--- src/rtl/spi_pkg.sv ---
// Shared definitions for the parametrised SPI main controller.
//   - FSM state encodings (IDLE, SETUP, XFER, HOLD, DONE)
//   - SPI mode constants SPI_MODE0..SPI_MODE3, encoded as {cpol, cpha}
//   - clog2_min1: ceil(log2(n)), never less than 1, for sizing selects/counters
package spi_pkg;

  typedef logic [2:0] spi_state_t;

  localparam spi_state_t IDLE  = 3'd0;
  localparam spi_state_t SETUP = 3'd1;
  localparam spi_state_t XFER  = 3'd2;
  localparam spi_state_t HOLD  = 3'd3;
  localparam spi_state_t DONE  = 3'd4;

  localparam logic [1:0] SPI_MODE0 = 2'b00;
  localparam logic [1:0] SPI_MODE1 = 2'b01;
  localparam logic [1:0] SPI_MODE2 = 2'b10;
  localparam logic [1:0] SPI_MODE3 = 2'b11;

  function automatic int unsigned clog2_min1(input int unsigned n);
    return (n <= 1) ? 1 : $clog2(n);
  endfunction

endpackage

--- src/rtl/spi_clk_tick.sv ---
// Half-period tick generator for the SPI main controller.
// Counts clk cycles while enabled and pulses tick for one cycle every CLK_DIV cycles.
// Ports:
//   clk, rst - system clock, asynchronous active-high reset
//   en       - count enable (controller outside IDLE)
//   clr      - restart the count (transfer accepted, entering SETUP)
//   tick     - one-cycle pulse at the end of each half-period
module spi_clk_tick
  import spi_pkg::*;
#(
  parameter int unsigned CLK_DIV = 1
) (
  input  logic clk,
  input  logic rst,
  input  logic en,
  input  logic clr,
  output logic tick
);

  localparam int unsigned CNT_W = clog2_min1(CLK_DIV);
  localparam logic [CNT_W-1:0] LAST = CNT_W'(CLK_DIV - 1);

  logic [CNT_W-1:0] cnt_q;

  assign tick = en && !clr && (cnt_q == LAST);

  always_ff @(posedge clk or posedge rst) begin
    if (rst) begin
      cnt_q <= '0;
    end else if (clr || tick) begin
      cnt_q <= '0;
    end else if (en) begin
      cnt_q <= cnt_q + CNT_W'(1);
    end
  end

endmodule

--- src/rtl/spi_main_param.sv ---
// Parametrised full-duplex SPI main controller.
// Shifts one DATA_W-bit frame to one of NUM_CS sub devices. Mode (cpol/cpha), bit order
// and target are latched when start is accepted in IDLE.
// Sequence: IDLE -> SETUP -> XFER -> HOLD -> DONE -> IDLE; SETUP and HOLD last one
// half-period, XFER 2*DATA_W half-periods of CLK_DIV cycles each.
// Ports:
//   clk, rst        - system clock, asynchronous active-high reset
//   start           - transfer request, sampled in IDLE only
//   cs_sel          - target chip select (values >= NUM_CS assert no line)
//   cpol, cpha      - SPI mode for the transfer
//   lsb_first       - 1 = LSB first, else MSB first
//   tx / rx         - frame to send / last received frame
//   busy, done      - transfer in progress / one-cycle completion pulse
//   sclk, mosi, miso, cs_n - SPI pins
// Build option SPI_LOOPBACK_EN adds input loopback: when latched high the receive shifter
// takes mosi instead of miso; pin timing is unchanged.
module spi_main_param
  import spi_pkg::*;
#(
  parameter int unsigned DATA_W  = 128,
  parameter int unsigned CLK_DIV = 1,
  parameter int unsigned NUM_CS  = 1,
  localparam int unsigned CS_W   = clog2_min1(NUM_CS)
) (
  input  logic              clk,
  input  logic              rst,
  input  logic              start,
  input  logic [CS_W-1:0]   cs_sel,
  input  logic              cpol,
  input  logic              cpha,
  input  logic              lsb_first,
`ifdef SPI_LOOPBACK_EN
  input  logic              loopback,
`endif
  input  logic [DATA_W-1:0] tx,
  output logic [DATA_W-1:0] rx,
  output logic              busy,
  output logic              done,
  output logic              sclk,
  output logic              mosi,
  input  logic              miso,
  output logic [NUM_CS-1:0] cs_n
);

  localparam int unsigned BIT_W = clog2_min1(DATA_W);
  localparam logic [BIT_W-1:0] LAST_BIT = BIT_W'(DATA_W - 1);

  spi_state_t        state_q, state_d;
  logic [DATA_W-1:0] tx_sh_q, rx_sh_q, rx_q;
  logic [CS_W-1:0]   cs_q;
  logic              cpol_q, cpha_q, lsb_q;
  logic              sclk_q, mosi_q, done_q;
  logic [BIT_W-1:0]  bit_q;
  logic              phase_q;  // 0: next tick is a leading edge, 1: trailing edge

  logic              accept, tick, tick_en;
  logic              lead, trail, advance, sample;
  logic              shift_in, tx_first, in_first;
  logic [DATA_W-1:0] tx_shift, in_shift, rx_next;

  assign accept  = (state_q == IDLE) && start;
  assign tick_en = (state_q != IDLE);

  spi_clk_tick #(
    .CLK_DIV(CLK_DIV)
  ) u_tick (
    .clk (clk),
    .rst (rst),
    .en  (tick_en),
    .clr (accept),
    .tick(tick)
  );

`ifdef SPI_LOOPBACK_EN
  logic loop_q;
  assign shift_in = loop_q ? mosi_q : miso;
`else
  assign shift_in = miso;
`endif

  assign lead    = (state_q == XFER) && tick && !phase_q;
  assign trail   = (state_q == XFER) && tick && phase_q;
  assign advance = cpha_q ? lead : trail;
  assign sample  = cpha_q ? trail : lead;

  // Bit at the head of the shifter and the shifter after consuming it.
  assign tx_first = lsb_q ? tx_sh_q[0] : tx_sh_q[DATA_W-1];
  assign tx_shift = lsb_q ? (tx_sh_q >> 1) : (tx_sh_q << 1);
  assign in_first = lsb_first ? tx[0] : tx[DATA_W-1];
  assign in_shift = lsb_first ? (tx >> 1) : (tx << 1);
  assign rx_next  = lsb_q ? {shift_in, rx_sh_q[DATA_W-1:1]} : {rx_sh_q[DATA_W-2:0], shift_in};

  always_comb begin
    state_d = state_q;
    unique case (state_q)
      IDLE:    if (start) state_d = SETUP;
      SETUP:   if (tick) state_d = XFER;
      XFER:    if (trail && (bit_q == LAST_BIT)) state_d = HOLD;
      HOLD:    if (tick) state_d = DONE;
      DONE:    state_d = IDLE;
      default: state_d = IDLE;
    endcase
  end

  always_ff @(posedge clk or posedge rst) begin
    if (rst) begin
      state_q <= IDLE;
      tx_sh_q <= '0;
      rx_sh_q <= '0;
      rx_q    <= '0;
      cs_q    <= '0;
      cpol_q  <= 1'b0;
      cpha_q  <= 1'b0;
      lsb_q   <= 1'b0;
      sclk_q  <= 1'b0;
      mosi_q  <= 1'b0;
      done_q  <= 1'b0;
      bit_q   <= '0;
      phase_q <= 1'b0;
`ifdef SPI_LOOPBACK_EN
      loop_q  <= 1'b0;
`endif
    end else begin
      state_q <= state_d;
      done_q  <= (state_q == DONE);
      if (accept) begin
        cs_q    <= cs_sel;
        cpol_q  <= cpol;
        cpha_q  <= cpha;
        lsb_q   <= lsb_first;
        sclk_q  <= cpol;
        bit_q   <= '0;
        phase_q <= 1'b0;
`ifdef SPI_LOOPBACK_EN
        loop_q  <= loopback;
`endif
        // cpha=0 presents the first bit before the first leading edge.
        if (!cpha) begin
          mosi_q  <= in_first;
          tx_sh_q <= in_shift;
        end else begin
          tx_sh_q <= tx;
        end
      end
      if ((state_q == XFER) && tick) begin
        sclk_q  <= ~sclk_q;
        phase_q <= ~phase_q;
        if (phase_q) bit_q <= bit_q + BIT_W'(1);
      end
      if (advance) begin
        mosi_q  <= tx_first;
        tx_sh_q <= tx_shift;
      end
      if (sample) rx_sh_q <= rx_next;
      if (state_q == DONE) rx_q <= rx_sh_q;
    end
  end

  assign busy = (state_q == SETUP) || (state_q == XFER) || (state_q == HOLD);

  always_comb begin
    cs_n = '1;
    for (int i = 0; i < NUM_CS; i++) begin
      if (busy && (cs_q == CS_W'(i))) cs_n[i] = 1'b0;
    end
  end

  assign rx   = rx_q;
  assign done = done_q;
  assign sclk = sclk_q;
  assign mosi = mosi_q;

endmodule

--- config.mk ---
export PLATFORM = sky130hd
export DESIGN_NAME = spi_main_param
export DESIGN_NICKNAME = d
export VERILOG_FILES = /design/src/rtl/spi_pkg.sv /design/src/rtl/spi_clk_tick.sv /design/src/rtl/spi_main_param.sv
export SDC_FILE = /design/constraint.sdc
export NUM_CORES = 1
export LEC_CHECK = 0
export CORE_ASPECT_RATIO = 0.9
export CORE_UTILIZATION = 34
export CTS_CLUSTER_SIZE = 24
export DETAILED_ROUTE_END_ITERATION = 10
export PLACE_DENSITY = 0.54
export SLEW_MARGIN = 20
export SYNTH_ARGS = -nofsm -noshare
export SYNTH_HDL_FRONTEND = slang
export SYNTH_SLANG_ARGS = --single-unit
--- constraint.sdc ---
create_clock -name clk -period 22.7 [get_ports clk]
set_clock_uncertainty 0.2 [all_clocks]
set_input_delay 5.675 -clock clk [delete_from_list [all_inputs] [get_ports clk]]
set_output_delay 5.675 -clock clk [all_outputs]
set_load 0.02 [all_outputs]
======== Word-level counts from Yosys, hierarchy flattened ========
Cells that the tools add are included.
word-level totals
  word-level logic and storage cells ...... 77
  bits in writable memories ............... 0
  register bits after elaboration ......... 402
  memories kept ........................... 0
  output and inout port bits .............. 133
  bits in latches ......................... 0
  memory bits (read-only) ................. 0
operators by class
  $lt $le $gt $ge ......................... 0
  multiplexer cells ....................... 28
  bitwise logic cells ..................... 4
  reductions and logical operators ........ 20
  equal/unequal tests ..................... 10
  shift-type cells ........................ 0
  div/mod/pow operators ................... 0
  add/sub/neg operators ................... 2
  multiply operators ...................... 0
operators by type and width
  cell                                                   count
  2-to-1 mux 128 bit                                     6
  2-to-1 mux 7 bit                                       3
  2-to-1 mux 1 bit                                       14
  2-to-1 mux 3 bit                                       4
  one-hot mux 3 bit (4 select lines)                     1
  logical AND 1 bit                                      8
  adder 7 x 1 -> 7 bit, second input constant            1
  == test 7 bit, second input constant                   1
  == test 3 x 2 -> 1 bit, second input constant          2
  inequality test 2 bit, second input constant           3
  nonzero test 2 bit                                     3
  inequality test 2 x 1 -> 1 bit, second input constant  2
  NOT 1 bit                                              4
  AND reduction 4 bit                                    1
  == test 3 x 1 -> 1 bit, second input constant          1
  == test 3 bit, second input constant                   1
  zero test 3 bit                                        1
  logical OR 1 bit                                       3
  nonzero test 3 bit                                     1
  zero test 1 bit                                        2
  AND reduction 2 bit                                    1
  adder 1 bit, second input constant                     1

======== Longest topological paths before layout ========
Gate-level depths: netlist of the first run.
  depth after elaboration ................. 10
  mapped depth ............................ 8
  mapped depth without buffers ............ 5

======== Cells and area by module ========
Synthesis of the first run repeated with hierarchy kept, for this count alone.
unflattened totals
  cell total of the unflattened synthesis .. 1,913
  area, all modules ....................... 21,197.8 µm²
by module, submodules not included
  module          area an instance (µm²)  cells an instance  instances
  spi_main_param  21,154.0                1,909              1
  spi_clk_tick    43.8                    4                  1

======== Worst setup path before layout of the first run ========
Ideal clock, no wire load.
  kind .................................... input to register
  start point ............................. in start
  end point ............................... reg tx_sh_q[10]
  stages on the path ...................... 6
  data arrival time ....................... 6,875 ps
  path slack .............................. 15,496 ps
  path through ............................ or4b_1 -> clkbuf_1 -> buf_2 -> clkbuf_1 -> a21oi_1 -> a22oi_1
on the way
  longest elaborated chain between the ends .. 8
RTL lines
  item                                                      line                                        text
  start: declaration                                        spi_main_param.sv:27                        input logic start,
  logical AND 1 bit (*)                                     spi_main_param.sv:61                        assign accept = (state_q == IDLE) && start;
  zero test 1 bit                                           spi_clk_tick.sv:25                          assign tick = en && !clr && (cnt_q == LAST);
  logical AND 1 bit (2 in a row)                            spi_clk_tick.sv:25
  logical AND 1 bit                                         spi_main_param.sv:81, spi_main_param.sv:82
  logical AND 1 bit (on tied branches)                      spi_main_param.sv:82, spi_main_param.sv:81
  2-to-1 mux 1 bit                                          spi_main_param.sv:83                        assign advance = cpha_q ? lead : trail;
  2-to-1 mux 128 bit or nonzero test 2 bit (tied branches)  -
  end signal: assignment                                    spi_main_param.sv:140                       tx_sh_q <= in_shift;
  end signal: assignment                                    spi_main_param.sv:142                       tx_sh_q <= tx;
  end signal: assignment                                    spi_main_param.sv:152                       tx_sh_q <= tx_shift;
  end: declaration                                          spi_main_param.sv:49                        logic [DATA_W-1:0] tx_sh_q, rx_sh_q, rx_q;
Every way passes the cells marked *; elsewhere a longest branch is shown, timed or not.
A chain may end at the register's enable or synchronous reset.

======== Worst setup path in the final report of the first run ========
  start point ............................. reg state_q[0]
  end point ............................... out cs_n
on the way
  longest elaborated chain between the ends .. 5
RTL lines
  item                                                              line                   text
  start: declaration                                                spi_main_param.sv:48   spi_state_t state_q, state_d;
  start signal: assignment                                          spi_main_param.sv:124  state_q <= state_d;
  == test 3 x 1 -> 1 bit or == test 3 x 2 -> 1 bit (tied branches)  spi_main_param.sv:159  assign busy = (state_q == SETUP) || (state_q == XFER) || (state_q == HOLD);
  logical OR 1 bit                                                  spi_main_param.sv:159
  logical OR 1 bit (*)                                              spi_main_param.sv:159
  logical AND 1 bit (*)                                             spi_main_param.sv:164  if (busy && (cs_q == CS_W'(i))) cs_n[i] = 1'b0;
  2-to-1 mux 1 bit (*)                                              spi_main_param.sv:164
  end: declaration                                                  spi_main_param.sv:42   output logic [NUM_CS-1:0] cs_n
Marks and branches as above.

==> metrics.csv, run 1 <==
metric;value;unit
criticalPathCategory;register to output pin;
power_density;140;nW/um^2
dp_hpwl;31100;um
ioPinCount;269;
path_max_fanout;8;
ctsHoldBuffers;0;
rsz0062_at_grt;no;
synth_nets;2190;
highest_layer;met4;
initial_utilization;0.346;
root_buffer;clkbuf_16;
switchingPower;1.35;mW
required;16.83;ns
drive_above_1_share;0.103;
post_cts_resized;0;
cts_tree;built;
syn_to_final_growth;22.8;%
tightest_slew;1.05;ns
path_clk_slew;0.06;ns
diodes;0;
dp_slack;13.76;ns
clock_latency;0.58;ns
p_sw_frac;0.378;
routed_wl;48800;um
pwr-share-seq;0.357;
clockBufferDepth;3;
synth_edf_count;0;
antenna_found_initial;0;
rows;85;
die_area;62300;um^2
outcome;finished, final reports clean;
max_stage_delay;0.61;ns
grt_overflow;0;
wl_met2;22200;um
worst_ir_drop_vdd;0.112;mV
wl_met3;2090;um
antenna_left;0;
synth-async-reset-ratio;1.00;
finalHoldViolations;0;
grt_pass1_wl;80000;um
htreeDepth;2;
synth.distinct_cells;36;
finalSetupViolCount;0;
slew_headroom;0.298;
io_buffer_count;268;
drv_slew;0;
avgSynthCellArea;10.1;um^2
pwr-share-comb;0.424;
ys_top_cells_by_count;dfrtp_1, mux2i_1, nand2_1;
setup-tns-final;0;ns
m1WireLength;23800;um
syn_inst;2053;
layout.cells.non_filler;3031;
numCtsBuffers;47;
post_cts_buffers;0;
die_w;263;um
holdCritPathClass;register to register;
yosysMostFrequentCell;dfrtp_1;
coreArea;60200;um^2
fmax;122;MHz
synth_ff_type;dfrtp_1;
drt_iter0_drc;1078;
synth_area_leaders;dfrtp_1, mux2i_1, mux2_2, a21oi_1, nand2_1;
place_inst;2945;
syn-cell-area;20800;um^2
fin_crit;8.19;ns
drv_cap;0;
grt_max_degree;257;
fin_crit_sh;0.361;
internal_power;2.23;mW
vias;15600;
clock_sinks;402;
routedWlPerCell;16.1;um
grt_usage;0.154;
routabilityCongestion;0.725;
drc;0;
via_per_inst;5.15;
yosysTopAreaCellShare;0.483;
yosys.area.top_type;dfrtp_1;
critPathArrivalTime;2.32;ns
p_leak;10.3;nW
start_kind;register;
crit_chain;nor2_1 > or3_1 > clkdlybuf4s50_1;
yosys_warnings;0;
first_global_vias;14700;
clkPwrFrac;0.219;
nets;2350;
dr.pass1.iters;7;
setup_ws;14.51;ns
die_y;237;um
ys_seq_area_frac;0.483;
slowest_stage;clkdlybuf4s50_1;
ys_ff_latch;402;
critical_path.endpoint_type;output pin;
cell usage in the layout (no fill, tap or decap), types with 2 or more instances in the layout:
master           instances
dfrtp_1                401
mux2i_1                382
nand2_1                273
clkdlybuf4s50_1        266
a21oi_1                256
o21ai_0                138
nor2_1                 135
mux2_2                 128
a22oi_1                127
clkbuf_16               48
clkbuf_8                13
buf_4                   12
clkbuf_1                 9
clkinv_2                 7
nand3_1                  5
bufinv_16                4
nor3_1                   3
buf_6                    3
buf_12                   3
and2_4                   2
and3_1                   2
xor2_1                   2
inv_1                    2
xnor2_1                  2
nor4bb_1                 2
state kept, by name (all words and copies together) (netlist names), 3 cells and up:
name	count
bit_q	7
tx_sh_q	128
state_q	3
rx	128
rx_sh_q	128
kinds of logic (layout without fill, tap and decap cells):
kind of cell | Yosys count | count (layout) | synth area share
AOI/OAI and AO/OA | 527 | 527 | 0.143
muxes | 510 | 510 | 0.253
and+or+nand+nor | 432 | 432 | 0.0822
xor gates and xnor gates | 4 | 4 | 0.00168
buffers and inverters | 177 | 372 | 0.0370
adders and majority gates | 1 | 1 | 0.000601
DFF | 402 | 402 | 0.483
critical path, delay by kind of cell, from the launching register on:
kind / cells / cell delay (ns)
buffers and inverters: 1 / 0.61
DFF: 1 / 0.48
and+or+nand+nor: 2 / 0.66
layer usage:
| layer | GRT usage | vias to the layer above |
|---|---|---|
| met4 | 0.0390 | 0 |
| met1 | 0.223 | 7595 |
| met2 | 0.238 | 308 |
| met3 | 0.0266 | 56 |
| met5 | 0 | - |
| li1 | - | 7654 |
power by group through the flow:
stage	Combinational (mW)	Clock, mW	Sequential [mW]
6_report	1.52	0.784	1.28
5_1_grt	1.67	0.844	1.32
4_1_cts	1.52	0.812	1.30
3_5_place_dp	1.51	0	1.31
3_3_place_gp	1.48	0	1.30
2_1_floorplan	1.02	0	1.32
area by class of cell:
type                    count  area, um^2
clock inverters            14         213
fillers                  5661       34600
clock buffers              70        1410
well taps                 783         980
flip-flops and latches    402       10100
repair buffers            285        2870
multi-input cells        1474       10000
inverters                   3        18.8
worst paths after layout:
path                            start     endpoint  slack [ns]  cells past startpoint
min in group asynchronous         rst       rx[87]        5.50                      2
setup reg to reg           state_q[2]  tx_sh_q[87]       18.81                      6
hold reg to reg                  cs_q         cs_q        0.28                      2
setup / recovery           state_q[0]         cs_n       14.51                      3
hold / removal                   cs_q         cs_q        0.28                      2
max in group asynchronous         rst       rx[15]       14.58                      4
per-stage QoR:
| stage | cell area, um^2 | utilization | hold WS, ns | power (mW) |
|---|---|---|---|---|
| global placement | 23900 | 0.397 | 0.254 | 2.77 |
| global route | 25600 | 0.425 | 0.283 | 3.84 |
| CTS | 25500 | 0.424 | 0.279 | 3.63 |
| floorplan | 20800 | - | 0.240 | 2.34 |
| detailed placement | 23900 | 0.397 | 0.264 | 2.82 |
| finish | 25600 | 0.425 | 0.282 | 3.59 |
No activity file was read; power rests on OpenSTA's default activity.
==> inputs of run 2 (changes only) <==
- clock period: 22.7 -> 8.1 ns (I/O delays scaled with it)
==> run 2 against run 1 <==
Worst hold slack barely moved. Power rose to 2.8 times the previous value. Combinational power rose to 2.8 times the previous value. First-iteration DRC count fell by 16%. Final cell count rose by 0.13%. Critical path depth did not move. Worst setup slack got worse by 11 ns. Sequential power rose to 2.8 times the previous value. Flip-flop and latch count did not move. Global-route usage fell by 0.11 points. Largest cell class unchanged.
==> metrics.csv, run 2 (synthesis results as in run 1) <==
metric;value;unit
outcome;finished, final reports clean;
setup-tns-final;0;ns
startpoint;state_q[0];
die_y;237;um
placedInstanceArea;23900;um^2
final_cell_mix;dfrtp_1, mux2i_1, nand2_1, clkdlybuf4s50_1, a21oi_1;
numCtsBuffers;47;
clock_latency;0.57;ns
start_kind;register;
max_stage_delay;0.55;ns
coreArea;60200;um^2
via_per_inst;5.09;
slowest_stage;clkdlybuf4s50_1;
switchingPower;3.76;mW
holdCritPathClass;register to register;
fin_crit_sh;0.542;
diodes;0;
antenna_left;0;
final_common_cell;dfrtp_1;
critical_path.endpoint_type;output pin;
drv_slew;0;
clkPwrFrac;0.212;
r2r_end;rx_sh_q[83];
required;5.88;ns
grt_pass1_wl;80000;um
first_global_vias;15100;
routabilityCongestion;0.750;
nets;2351;
drive_above_1_share;0.104;
grt_usage;0.153;
antenna_found_initial;0;
rows;85;
rsz0062_at_grt;no;
critical_path.endpoint;cs_n;
pwr-share-seq;0.356;
p_sw_frac;0.378;
finalSetupViolCount;0;
worstHoldStart;cs_q;
critPathArrivalTime;2.17;ns
vias;15500;
finalHoldViolations;0;
clock_sinks;402;
post_cts_buffers;0;
drv_cap;0;
die_w;263;um
syn_to_final_growth;22.6;%
total_power;9.95;mW
drt_iter0_drc;901;
io_buffer_count;268;
die_area;62300;um^2
r2r_slack;4.92;ns
postLayoutCellArea;25500;um^2
fin_crit;4.39;ns
initial_utilization;0.346;
reg2reg_from;lsb_q;
fillers;5752;
tightest_slew;1.07;ns
drc;0;
ctsHoldBuffers;0;
path_max_fanout;8;
fmax;228;MHz
grt_max_degree;157;
worst_ir_drop_vdd;0.183;mV
htreeDepth;2;
grt_overflow;0;
clockBufferDepth;3;
dr.pass1.iters;5;
cts_tree;built;
root_buffer;clkbuf_16;
criticalPathCategory;register to output pin;
ioPinCount;269;
power_density;390;nW/um^2
routedWlPerCell;15.8;um
internal_power;6.19;mW
crit_chain;nor2_1 > or3_1 > clkdlybuf4s50_1;
path_clk_slew;0.06;ns
dp_hpwl;30900;um
pwr-share-comb;0.432;
r2r_cells;4;
slew_headroom;0.284;
post_cts_resized;0;
p_leak;10.3;nW
routed_wl;48000;um
-- run 2: how the worst min path moves through the flow --
stage,to,slack [ns],depth (start not counted)
6_report,cs_q,0.28,2
3_5_place_dp,cs_q,0.27,2
5_1_grt,cs_q,0.32,2
3_3_place_gp,cs_q,0.26,2
2_1_floorplan,cs_q,0.24,2
4_1_cts,cs_q,0.29,2
-- run 2: stage by stage --
stage / std cells / hold slack (ns) / setup slack [ns] / util
floorplan: 2053 / 0.240 / 0.461 / -
global placement: 2946 / 0.258 / 3.27 / 0.397
detailed placement: 2946 / 0.272 / 3.33 / 0.397
CTS: 3033 / 0.287 / 3.66 / 0.423
global route: 3035 / 0.316 / 3.57 / 0.424
finish: 3035 / 0.282 / 3.71 / 0.424
-- run 2: per-layer routing --
layer | vias to the layer above | share of wire | track usage
met5 | - | 0 | 0
met3 | 68 | 0.042 | 0.0265
met4 | 0 | 0.018 | 0.0409
met1 | 7454 | 0.49 | 0.220
met2 | 287 | 0.45 | 0.237
li1 | 7647 | - | -
-- run 2: power by group through the flow --
stage               logic [mW]  registers, mW  clock network [mW]
floorplan                 2.85           3.71                   0
global placement          4.21           3.55                   0
detailed placement        4.30           3.58                   0
CTS                       4.31           3.55                2.19
global route              4.74           3.67                2.26
finish                    4.30           3.54                2.11
-- run 2: worst max-delay path, delay by kind of cell, from the launching register on --
family	cells	cell delay [ns]
buf+inv	1	0.55
simple gates	2	0.54
flops	1	0.51
-- run 2: layout make-up --
type / instances / area [um^2] / area share
flip-flops and latches: 402 / 10100 / 0.394
multi-input cells: 1474 / 10000 / 0.392
repair buffers: 286 / 2900 / 0.113
clock buffers: 69 / 1390 / 0.0544
well taps: 783 / 980 / 0.0384
clock inverters: 18 / 170 / 0.00666
inverters: 3 / 15.0 / 0.000588
==> inputs of run 3 (changes only) <==
- PLACE_DENSITY: 0.54 -> 0.55
- clock period: 8.1 -> 3.7 ns (I/O delays scaled with it)
==> run 3 against run 2 <==
Sequential power is 120% higher. Worst setup slack worse by 3.4 ns. Clock power is 130% higher. Core utilization rose by 0.91 points. Sequential share of layout area is 0.82 points lower. Clock-buffer cell count fell by 6. Via count increased by 1.4%. Largest cell class unchanged. Largest power group unchanged.
==> metrics.csv, run 3 (synthesis results as in run 1) <==
metric;value;unit
start_kind;register;
die_w;263;um
numCtsBuffers;46;
io_buffer_count;268;
root_buffer;clkbuf_16;
startpoint;state_q[0];
drt_iter0_drc;950;
slew_headroom;0.359;
post_cts_buffers;0;
rsz0062_at_grt;no;
multiInputGateArea;10000;um^2
drv_slew;0;
fmax;293;MHz
critical_path.endpoint_type;output pin;
vias;15700;
coreArea;60200;um^2
postLayoutCellArea;26100;um^2
holdCritPathClass;register to register;
critPathArrivalTime;2.29;ns
criticalPathCategory;register to output pin;
nets;2380;
grt_overflow;0;
die_area;62300;um^2
grt_max_degree;120;
p_leak;10.6;nW
r2r_slack;0.92;ns
drc;0;
clock_latency;0.57;ns
setup_ws;0.281;ns
path_clk_slew;0.05;ns
fillers;5650;
cts_tree;built;
tightest_slew;0.961;ns
outcome;finished, final reports clean;
use_met3;0.0287;
grt_usage;0.157;
initial_utilization;0.346;
first_global_vias;15400;
dr.pass1.iters;5;
antenna_left;0;
final_cell_mix;dfrtp_1, mux2i_1, nand2_1, clkdlybuf4s50_1, a21oi_1;
busiest_layer;met2;
reg2reg_from;state_q[2];
clock_sinks;402;
routed_wl;49100;um
use_met1;0.226;
rows;85;
path_max_fanout;8;
final_common_cell;dfrtp_1;
die_y;237;um
finalSetupViolCount;0;
ioPinCount;269;
routabilityCongestion;0.738;
drv_cap;0;
worst_ir_drop_vdd;0.365;mV
finalHoldViolations;0;
post_cts_resized;0;
regArea;10100;um^2
fin_crit_sh;0.924;
use_met2;0.244;
syn_to_final_growth;25.2;%
drive_above_1_share;0.115;
clockBufferDepth;3;
required;2.57;ns
grt_pass1_wl;81800;um
dp_hpwl;33300;um
worstHoldStart;cs_q;
htreeDepth;2;
fin_crit;3.42;ns
dp_slack;0.500;ns
antenna_found_initial;0;
via_per_inst;5.12;
placedInstanceArea;24500;um^2
ctsHoldBuffers;0;
power_density;857;nW/um^2
routedWlPerCell;16.0;um
==> run 3: final cells by class <==
class                   count  share of cell area
flip-flops and latches    402               0.386
multi-input cells        1474               0.384
repair buffers            316               0.130
clock buffers              63              0.0500
well taps                 783              0.0376
clock inverters            20              0.0119
inverters                   3            0.000576
diodes                      1           0.0000960
==> run 3: per-layer routing <==
layer / part of all wire / vias up
met3: 0.045 / 60
met1: 0.49 / 7586
met2: 0.44 / 313
li1: - / 7713
met5: 0 / -
met4: 0.017 / 0
==> run 3: final timing paths <==
| check | endpoint | cells after the start |
|---|---|---|
| setup / recovery | cs_n | 3 |
| max in group asynchronous | rx[95] | 3 |
| min in group asynchronous | rx[122] | 2 |
| setup reg to reg | rx_sh_q[118] | 5 |
| hold reg to reg | cs_q | 2 |
| hold / removal | cs_q | 2 |
==> run 3: critical path, stage by stage, from the launching register on <==
cell	delay [ns]
dfrtp_1	0.48
nor2_1	0.40
or3_1	0.18
clkdlybuf4s50_1	0.67
==> run 3: where the power goes <==
| part | internal [mW] | switching, mW |
|---|---|---|
| Clock | 2.97 | 1.85 |
| Sequential | 6.26 | 1.60 |
| Combinational | 4.81 | 4.88 |
| Total | 14.0 | 8.33 |
==> run 3: per-stage QoR <==
step	hold slack, ns	total power, mW	cells	util	TNS [ns]
6_report	0.274	22.4	3062	0.433	0
4_1_cts	0.279	22.7	3061	0.433	0
3_3_place_gp	0.255	17.4	2978	0.406	0
2_1_floorplan	0.240	14.3	2053	-	-1141.17
5_1_grt	0.310	23.9	3061	0.433	0
3_5_place_dp	0.266	17.7	2978	0.406	0
